--- src/rtl/mux_sp_nch.sv ---
// Channel-tagged serial samples are steered into per-channel FIFOs and leave as aligned NUM_CH-wide frames every OUT_DIV clocks.
// Build option: define MUX_SP_ROUND_EN for round-half-up with saturation when narrowing (adds one read-side stage).
module mux_sp_nch #(
  parameter int INPUT_WIDTH  = 24,
  parameter int OUTPUT_WIDTH = 24,
  parameter int NUM_CH       = 2,
  parameter int CH_IDX_W     = 4,
  parameter int FIFO_AW      = 4,
  parameter int START_LEVEL  = 8,
  parameter int OUT_DIV      = 8
) (
  input  logic                           CLK,
  input  logic                           nRST,
  input  logic [INPUT_WIDTH-1:0]         Data_In,
  input  logic                           Data_In_Valid,
  input  logic [CH_IDX_W-1:0]            Data_In_ChIdx,
  input  logic                           Flag_Clr,
  output logic [NUM_CH*OUTPUT_WIDTH-1:0] Data_Out,
  output logic                           Data_Out_Valid,
  output logic                           Running,
  output logic [NUM_CH-1:0]              Ovf_Flag,
  output logic                           Udf_Flag,
  output logic                           ChIdx_Err
);

`ifdef MUX_SP_ROUND_EN
  localparam bit ROUND_EN = 1'b1;
`else
  localparam bit ROUND_EN = 1'b0;
`endif
  localparam bit PIPE = ROUND_EN && (OUTPUT_WIDTH < INPUT_WIDTH);

  localparam int DEPTH = 1 << FIFO_AW;
  localparam int CW    = $clog2(OUT_DIV);
  localparam logic [FIFO_AW:0] DEPTH_W   = (FIFO_AW+1)'(DEPTH);
  localparam logic [FIFO_AW:0] START_W   = (FIFO_AW+1)'(START_LEVEL);
  localparam logic [FIFO_AW:0] USED_ZERO = {(FIFO_AW+1){1'b0}};
  localparam logic [CW-1:0]    CNT_LOAD  = CW'(OUT_DIV - 1);
  localparam logic [CW-1:0]    CNT_ZERO  = {CW{1'b0}};
  localparam logic [0:0]       S_FILL    = 1'b0;
  localparam logic [0:0]       S_RUN     = 1'b1;

  logic [INPUT_WIDTH-1:0]  mem_q [NUM_CH][DEPTH];
  logic [FIFO_AW-1:0]      wr_ptr_q [NUM_CH], wr_ptr_d [NUM_CH];
  logic [FIFO_AW-1:0]      rd_ptr_q [NUM_CH], rd_ptr_d [NUM_CH];
  logic [FIFO_AW:0]        usedw_q [NUM_CH], usedw_d [NUM_CH];
  logic [0:0]              state_q, state_d;
  logic [CW-1:0]           cnt_q, cnt_d;
  logic [NUM_CH-1:0]       ovf_q, ovf_d, ovf_set_s, hit_s, wr_en_s;
  logic                    udf_q, udf_d, udf_set_s, err_q, err_d, err_set_s;
  logic                    all_ge_s, all_ne_s, pop_s;
  logic                    stg_valid_q, stg_valid_d, src_valid_s, valid_q, valid_d;
  logic [INPUT_WIDTH-1:0]  stg_data_q [NUM_CH], stg_data_d [NUM_CH];
  logic [INPUT_WIDTH-1:0]  rd_data_s [NUM_CH], src_data_s [NUM_CH];
  logic [NUM_CH*OUTPUT_WIDTH-1:0] conv_flat_s, data_out_q, data_out_d;

  // Fill-level summary across all channels
  always_comb begin
    all_ge_s = 1'b1;
    all_ne_s = 1'b1;
    for (int k = 0; k < NUM_CH; k++) begin
      all_ge_s = all_ge_s & (usedw_q[k] >= START_W);
      all_ne_s = all_ne_s & (usedw_q[k] != USED_ZERO);
    end
  end

  // Fill/run sequencer; a due slot with any FIFO empty aborts rather than emitting a partial frame
  always_comb begin
    state_d   = state_q;
    cnt_d     = cnt_q;
    pop_s     = 1'b0;
    udf_set_s = 1'b0;
    case (state_q)
      S_FILL: begin
        if (all_ge_s) begin
          state_d = S_RUN;
          cnt_d   = CNT_ZERO;
        end else begin
          state_d = S_FILL;
        end
      end
      S_RUN: begin
        if (cnt_q != CNT_ZERO) begin
          cnt_d = cnt_q - CW'(1);
        end else if (all_ne_s) begin
          pop_s = 1'b1;
          cnt_d = CNT_LOAD;
        end else begin
          udf_set_s = 1'b1;
          state_d   = S_FILL;
        end
      end
      default: begin
        state_d = S_FILL;
        cnt_d   = CNT_ZERO;
      end
    endcase
  end

  // Write steering and pointer/occupancy bookkeeping; fullness is judged before this cycle's pop
  always_comb begin
    hit_s     = {NUM_CH{1'b0}};
    wr_en_s   = {NUM_CH{1'b0}};
    ovf_set_s = {NUM_CH{1'b0}};
    wr_ptr_d  = wr_ptr_q;
    rd_ptr_d  = rd_ptr_q;
    usedw_d   = usedw_q;
    err_set_s = Data_In_Valid & (int'(Data_In_ChIdx) >= NUM_CH);
    for (int k = 0; k < NUM_CH; k++) begin
      hit_s[k]     = Data_In_Valid & (Data_In_ChIdx == CH_IDX_W'(k));
      wr_en_s[k]   = hit_s[k] & (usedw_q[k] != DEPTH_W);
      ovf_set_s[k] = hit_s[k] & (usedw_q[k] == DEPTH_W);
      wr_ptr_d[k]  = wr_en_s[k] ? wr_ptr_q[k] + FIFO_AW'(1) : wr_ptr_q[k];
      rd_ptr_d[k]  = pop_s ? rd_ptr_q[k] + FIFO_AW'(1) : rd_ptr_q[k];
      case ({wr_en_s[k], pop_s})
        2'b10:   usedw_d[k] = usedw_q[k] + (FIFO_AW+1)'(1);
        2'b01:   usedw_d[k] = usedw_q[k] - (FIFO_AW+1)'(1);
        default: usedw_d[k] = usedw_q[k];
      endcase
    end
    ovf_d = (Flag_Clr ? {NUM_CH{1'b0}} : ovf_q) | ovf_set_s;
    udf_d = (Flag_Clr ? 1'b0 : udf_q) | udf_set_s;
    err_d = (Flag_Clr ? 1'b0 : err_q) | err_set_s;
  end

  // Read port and optional stage ahead of the rounding logic
  always_comb begin
    stg_valid_d = pop_s;
    stg_data_d  = stg_data_q;
    rd_data_s   = stg_data_q;
    src_data_s  = stg_data_q;
    for (int k = 0; k < NUM_CH; k++) begin
      rd_data_s[k]  = mem_q[k][rd_ptr_q[k]];
      stg_data_d[k] = pop_s ? rd_data_s[k] : stg_data_q[k];
      src_data_s[k] = PIPE ? stg_data_q[k] : rd_data_s[k];
    end
    src_valid_s = PIPE ? stg_valid_q : pop_s;
  end

  for (genvar k = 0; k < NUM_CH; k++) begin : g_conv
    if (OUTPUT_WIDTH >= INPUT_WIDTH) begin : g_ext
      assign conv_flat_s[k*OUTPUT_WIDTH +: OUTPUT_WIDTH] = OUTPUT_WIDTH'($signed(src_data_s[k]));
    end else if (PIPE) begin : g_rnd
      logic [INPUT_WIDTH:0]    rnd_s;
      logic [OUTPUT_WIDTH:0]   shr_s;
      logic [OUTPUT_WIDTH-1:0] sat_s;
      // Round half up, then clamp when the extra integer bit disagrees with the sign
      always_comb begin
        rnd_s = {src_data_s[k][INPUT_WIDTH-1], src_data_s[k]}
              + ((INPUT_WIDTH+1)'(1) << (INPUT_WIDTH-OUTPUT_WIDTH-1));
        shr_s = (OUTPUT_WIDTH+1)'(rnd_s >> (INPUT_WIDTH-OUTPUT_WIDTH));
        if (shr_s[OUTPUT_WIDTH] != shr_s[OUTPUT_WIDTH-1]) begin
          sat_s = shr_s[OUTPUT_WIDTH] ? {1'b1, {(OUTPUT_WIDTH-1){1'b0}}}
                                      : {1'b0, {(OUTPUT_WIDTH-1){1'b1}}};
        end else begin
          sat_s = shr_s[OUTPUT_WIDTH-1:0];
        end
      end
      assign conv_flat_s[k*OUTPUT_WIDTH +: OUTPUT_WIDTH] = sat_s;
    end else begin : g_trunc
      assign conv_flat_s[k*OUTPUT_WIDTH +: OUTPUT_WIDTH] =
        OUTPUT_WIDTH'(src_data_s[k] >> (INPUT_WIDTH-OUTPUT_WIDTH));
    end
  end

  // Output frame register holds between strobes
  always_comb begin
    valid_d = src_valid_s;
    if (src_valid_s) begin
      data_out_d = conv_flat_s;
    end else begin
      data_out_d = data_out_q;
    end
  end

  // Sample storage; contents need no reset since pointers define validity
  always_ff @(posedge CLK) begin
    for (int k = 0; k < NUM_CH; k++) begin
      if (nRST && wr_en_s[k]) begin
        mem_q[k][wr_ptr_q[k]] <= Data_In;
      end
    end
  end

  // State registers with synchronous active-low reset
  always_ff @(posedge CLK) begin
    if (!nRST) begin
      for (int k = 0; k < NUM_CH; k++) begin
        wr_ptr_q[k]   <= {FIFO_AW{1'b0}};
        rd_ptr_q[k]   <= {FIFO_AW{1'b0}};
        usedw_q[k]    <= USED_ZERO;
        stg_data_q[k] <= {INPUT_WIDTH{1'b0}};
      end
      state_q     <= S_FILL;
      cnt_q       <= CNT_ZERO;
      ovf_q       <= {NUM_CH{1'b0}};
      udf_q       <= 1'b0;
      err_q       <= 1'b0;
      stg_valid_q <= 1'b0;
      valid_q     <= 1'b0;
      data_out_q  <= {(NUM_CH*OUTPUT_WIDTH){1'b0}};
    end else begin
      wr_ptr_q    <= wr_ptr_d;
      rd_ptr_q    <= rd_ptr_d;
      usedw_q     <= usedw_d;
      stg_data_q  <= stg_data_d;
      state_q     <= state_d;
      cnt_q       <= cnt_d;
      ovf_q       <= ovf_d;
      udf_q       <= udf_d;
      err_q       <= err_d;
      stg_valid_q <= stg_valid_d;
      valid_q     <= valid_d;
      data_out_q  <= data_out_d;
    end
  end

  assign Data_Out       = data_out_q;
  assign Data_Out_Valid = valid_q;
  assign Running        = (state_q == S_RUN);
  assign Ovf_Flag       = ovf_q;
  assign Udf_Flag       = udf_q;
  assign ChIdx_Err      = err_q;

endmodule

--- config.mk ---
export PLATFORM = sky130hd
export DESIGN_NAME = mux_sp_nch
export DESIGN_NICKNAME = d
export VERILOG_FILES = /design/src/rtl/mux_sp_nch.sv
export SDC_FILE = /design/constraint.sdc
export NUM_CORES = 1
export LEC_CHECK = 0
export BUFFER_PORTS_ARGS = -buffer_cell sky130_fd_sc_hd__buf_2
export CAP_MARGIN = 15
export CORE_AREA = 2 2 260 365
export CTS_CLUSTER_SIZE = 12
export DETAILED_ROUTE_END_ITERATION = 16
export DIE_AREA = 0 0 262 367
export GPL_TIMING_DRIVEN = 1
export SYNTH_ARGS = -nofsm -noshare
export SYNTH_HDL_FRONTEND = slang
export SYNTH_SLANG_ARGS = --single-unit
--- constraint.sdc ---
create_clock -name CLK -period 5.34 [get_ports CLK]
set_input_delay 0.267 -clock CLK [delete_from_list [all_inputs] [get_ports CLK]]
set_output_delay 0.267 -clock CLK [all_outputs]
set_load 0.05 [all_outputs]
==> results of run 1 <==
sequential cells by signal, summed over array words and instances (netlist names):
signal,cells
rd_ptr_q,8
Data_Out,48
mem_q,768
Data_Out_Valid,1
usedw_q,10
Ovf_Flag,2
wr_ptr_q,8
ChIdx_Err,1
cnt_q,3
Udf_Flag,1
Running,1
report_power, final:
part | switching (mW) | internal [mW]
clock | 2.39 | 3.11
combinational | 0.115 | 0.0215
sequential | 0.00204 | 7.25
total | 2.50 | 10.4
layer usage:
layer	up-vias	part of all wire (%)	routed length (µm)	track usage, %
met3	113	4.3	3140	2.10
li1	6687	-	-	-
met2	407	55	39700	28.0
met1	8231	39	27900	18.1
met4	0	2.3	1690	4.95
met5	-	0	0	0
timing repair:
action,4_1_cts,5_1_grt
hold buffers,4,0
endpoints found under the hold margin,4,0
setup endpoints to repair,0,0
worst max-delay path, delay by kind of cell:
kind | cells | cell delay [ns]
buffers and inverters | 3 | 0.76
AO/OA/AOI/OAI | 3 | 0.92
AND/OR/NAND/NOR | 3 | 0.66
XOR/XNOR | 1 | 0.19
multiplexers | 1 | 0.19
adder cells (fa/ha/maj) | 2 | 0.58
final timing paths:
kind	end	slack, ns
max	usedw_q[4]	2.31
min	Ovf_Flag[0]	0.08
max reg2reg	usedw_q[4]	2.42
min reg2reg	Data_Out[28]	0.47
layout by cell type (no fill, tap or decap), types with 4 or more instances in the layout:
cell type / count
edfxtp_1: 768
mux4_2: 192
a22oi_1: 98
clkbuf_16: 86
buf_2: 85
dfxtp_1: 79
nand2_1: 64
clkbuf_1: 50
a22o_1: 48
buf_4: 48
nor2_2: 26
ha_1: 19
and2_1: 16
inv_1: 13
nor2b_1: 11
xnor2_1: 11
nand2b_1: 10
nand3_1: 10
xor2_1: 9
nor2_1: 7
o21ai_0: 7
a21oi_1: 7
mux2i_1: 6
nor3_2: 5
nand2_2: 4
nor3_4: 4
a21boi_0: 4
nor2b_2: 4
clkinv_2: 4
clkbuf_8: 4
dlygate4sd3_1: 4
dfxtp_4: 4
cells by family (layout without fill, tap and decap cells):
family | Yosys count | count (layout)
AOI/OAI and AO/OA | 180 | 180
and+or+nand+nor | 183 | 183
xor gates and xnor gates | 20 | 20
muxes | 198 | 198
DFF | 851 | 851
buffers and inverters | 105 | 304
adders and majority gates | 19 | 19
other | 0 | 1
area by class of cell:
| cell class | count | area [µm²] |
|---|---|---|
| diodes | 1 | 2.50 |
| clock buffers | 140 | 2390 |
| clock inverters | 13 | 126 |
| fillers | 8303 | 56200 |
| inverters | 13 | 48.8 |
| multi-input cells | 600 | 7280 |
| flip-flops and latches | 851 | 24700 |
| well taps | 1215 | 1520 |
| repair buffers | 138 | 846 |
==> metrics.cfg, run 1 <==
[timing]
max_freq_mhz = 330
fin_setup_tns_ns = 0
rsz0062_at_grt = no
period_share_pct = 56.8
hold-worst-slack_ns = 0.0825
setup_violations = 0
tightest_slew_ns = 1.16
setup_ws_ns = 2.31
drv_slew = 0
hold_violations = 0
finClkSkew_ns = 0.0175
max_slew_margin_pct = 22.4
fin_crit_ns = 3.03

[drt]
firstDrtPassIters = 4
ant_nets = 0
via_per_inst = 5.20
wl_um = 72500
drtIter0Drc = 1269
wire_per_inst_um = 24.4
drc = 0
via_count = 15400

[synthesis]
synth_seq_cells = 851
synth_warnings = 0
synth_fp_nets = 1607
synth_compound_area_share_pct = 4.37
yosysMostFrequentCell = edfxtp_1
syn_inst = 1556
ys.flop_type = edfxtp_1
synth.cell_area_um2 = 32300
synth_commonest_cells = 768 x edfxtp_1, 192 x mux4_2, 98 x a22oi_1
synth.top_cell.area_share_pct = 71.3
ys_types = 49
yosysSeqAreaShare_pct = 76.4
synth_area_leader_cell = edfxtp_1
async_flop_share_pct = 0
synth_xor_area_share_pct = 0.542
synth_top_family_by_area = multiplexers
synthSimpleGateAreaFrac_pct = 2.89
synth_edf_count = 768
synth_fa_ha_area_share_pct = 0.735
avgSynthCellArea_um2 = 20.8
ys_top_cells_by_area = edfxtp_1 71%, mux4_2 13%, dfxtp_1 5.1%
synth_mux_area_share_pct = 13.6

[placed_design]
place_area_um2 = 34400
dp_hpwl_um = 39300
dp.cells = 2813
numPortBuffers = 85
place.gp.congestion = 0.718
pre_cts_ws_ns = 2.15

[worst_setup_path]
worst_ep_required_time_ns = 5.89
slowest_stage = dlygate4sd3_1
crit_chain = dlygate4sd3_1 -> buf_2 -> or4b_4 -> a211oi_4 -> inv_1 -> ha_1 -> xor2_1 -> ha_1 -> a211o_1 -> nand2_1 -> nand3b_1 -> a31oi_1 -> mux2i_1
slowest_delay_ns = 0.53
worstPathMaxFanout = 10
worstSetupStartpoint = Data_In_Valid
critPathCaptureType = flip-flop
crit_path_start_kind = input pin
arrival_ns = 3.58
worstSetupPathType = input pin to flip-flop
ff2ff_path_depth = 11
regToRegStartpoint = usedw_q[1]
path_common_cell = ha_1

[min_path]
min_path_cells = 3
hold_class = input pin to flip-flop
min_from = Data_In_ChIdx[0]

[clocking]
cts_resized = 0
cts.sinks = 851
cts_buffers = 84
cts_max_level = 3
clkTransAtPathRegs_ns = 0.06
clk_path_buf_depth = 3
cts_tree = done
post_cts_buffers = 0
cts-root-buf = clkbuf_16
insertion_delay_ns = 0.63

[die]
die_y_um = 367
start_util_pct = 34.7
ioPinCount = 86
fp-row-count = 133
core_um2 = 93200
dieArea_um2 = 96200
die_x_um = 262

[global_route]
grt_overflow = 0
grt_pass1_vias = 16400
grt_max_degree = 66
grt_pass1_wl_um = 108000
antenna_found_initial = 2
grtUsageTotal_pct = 15.2

[cells_and_area]
postLayoutCoreUtil_pct = 39.7
fin_cells = 2971
syn_to_final_growth_pct = 14.2
fin_area_um2 = 37000
drive_gt1_share_pct = 27.6
nets = 1739

[run_status]
status = finished clean

[power_and_ir_drop]
p_total_mw = 12.9
cellLeakagePower_nw = 11.5
peakVddDrop_uv = 239
power_density_nw_per_um2 = 349

[job]
drv_cap = 0

No activity file was read; power rests on OpenSTA's default activity.
==> inputs of run 2 (changes only) <==
==> constraint.sdc (replaced) <==
create_clock -name CLK -period 2.75 [get_ports CLK]
set_input_delay 0.1375 -clock CLK [delete_from_list [all_inputs] [get_ports CLK]]
set_output_delay 0.1375 -clock CLK [all_outputs]
set_load 0.05 [all_outputs]
==> metrics.cfg, run 2 (synthesis gave the netlist of run 1 again) <==
[power_and_ir_drop]
cellLeakagePower_nw = 11.9
power_density_nw_per_um2 = 668
peakVddDrop_uv = 448

[die]
die_x_um = 262
die_y_um = 367
dieArea_um2 = 96200
ioPinCount = 86
fp-row-count = 133
core_um2 = 93200
start_util_pct = 34.7

[run_status]
status = finished clean

[clocking]
cts_max_level = 3
cts-root-buf = clkbuf_16
clk_path_buf_depth = 3
insertion_delay_ns = 0.66
cts_tree = done
cts_buffers = 86
clkTransAtPathRegs_ns = 0.06
cts.sinks = 851

[drt]
drtIter0Drc = 1396
wire_per_inst_um = 24.0
firstDrtPassIters = 5
drc = 0
via_count = 15600
wl_um = 72500
via_per_inst = 5.17
ant_nets = 0

[timing]
tightest_slew_ns = 0.860
hold_violations = 0
max_slew_margin_pct = 42.6
setup_violations = 0
fin_crit_ns = 2.54
max_freq_mhz = 394
period_share_pct = 92.4
finClkSkew_ns = 0.0308
drv_slew = 0

[worst_setup_path]
crit_path_start_kind = flip-flop
arrival_ns = 3.10
worstPathMaxFanout = 4
worstSetupPathType = flip-flop to flip-flop
worst_ep_required_time_ns = 3.31
critPathCaptureType = flip-flop

[cells_and_area]
nets = 1786
postLayoutCoreUtil_pct = 40.8
fin_cells = 3024
final_cell_mix = 768 x edfxtp_1, 192 x mux4_2, 98 x a22oi_1
syn_to_final_growth_pct = 17.7
final_common_cell = edfxtp_1
drive_gt1_share_pct = 29.5
largest_register_ffs = 768

[job]
drv_cap = 0

[min_path]
hold_class = input pin to flip-flop

[placed_design]
dp.cells = 2848
numPortBuffers = 85
dp_hpwl_um = 41600
place.gp.congestion = 0.810

[global_route]
grt_pass1_vias = 16600
grt_overflow = 0
antenna_found_initial = 0
grt_pass1_wl_um = 108000
grtUsageTotal_pct = 15.2
grt_max_degree = 41

[run 2: changes by cell type in the layout (fill, tap and decap cells not counted), moves of 4 or more]
| cell | change |
|---|---|
| dlygate4sd3_1 | +8 |
| clkbuf_8 | +6 |
| buf_4 | -9 |
| buf_12 | +45 |
| nor3_2 | -4 |
| nor3_4 | +4 |
[run 2: final timing paths]
check / startpoint / to / slack [ns] / cells after the start
setup / recovery: cnt_q[0] / usedw_q[9] / 0.21 / 13
hold / removal: Data_In[19] / mem_q[0][211] / 0.03 / 1
setup reg to reg: cnt_q[0] / usedw_q[9] / 0.21 / 13
hold reg to reg: Data_Out[30] / Data_Out[30] / 0.47 / 1
[run 2: routing by layer]
layer	share of wire, %	vias up	global-route usage, %
li1	-	6800	-
met1	39	8391	18.7
met2	54	353	27.3
met3	4.2	105	2.25
met4	2.3	0	4.58
met5	0	-	0
[run 2: worst max-delay path, stage by stage (launching register included)]
cell and delay [ns]:
dfxtp_1 0.33, inv_1 0.09, ha_2 0.20, nand3b_1 0.12, a221oi_2 0.28, buf_6 0.16
ha_1 0.18, xor2_1 0.16, ha_2 0.22, a21oi_1 0.08, nor2b_1 0.16, o21bai_1 0.11
a31oi_2 0.18, mux2i_1 0.19
[run 2: cell type report]
| cell class | instances | area (µm²) |
|---|---|---|
| multi-input cells | 600 | 7310 |
| well taps | 1215 | 1520 |
| flip-flops and latches | 851 | 24700 |
| repair buffers | 183 | 1770 |
| clock inverters | 15 | 188 |
| diodes | 1 | 2.50 |
| fillers | 8217 | 55100 |
| inverters | 13 | 48.8 |
| clock buffers | 146 | 2480 |
[run 2: timing repair]
| action | in CTS | in global routing |
|---|---|---|
| hold endpoints to repair | 93 | 0 |
| resized for setup | 0 | 7 |
| endpoints found under the setup margin | 0 | 3 |
| hold buffers | 12 | 0 |
| buffers inserted | 0 | 2 |
[run 2: where the power goes]
part / switching [mW] / internal [mW] / leakage, nW
clock: 4.87 / 6.20 / 1.28
sequential: 0.00349 / 14.1 / 7.57
combinational: 0.236 / 0.0530 / 3.05
total: 5.11 / 20.3 / 11.9
[run 2: metrics by stage]
step                total power [mW]  TNS (ns)  hold slack, ns  instance area [µm²]  setup slack (ns)
floorplan                       14.4    -36.89           0.236                32400            -0.123
global placement                14.6         0           0.418                35200             0.163
detailed placement              14.6         0           0.436                35200            0.0711
CTS                             25.7         0         0.00277                38000             0.114
global route                    26.3   -0.0334          0.0297                38100           -0.0334
finish                          25.4         0          0.0284                38100             0.210
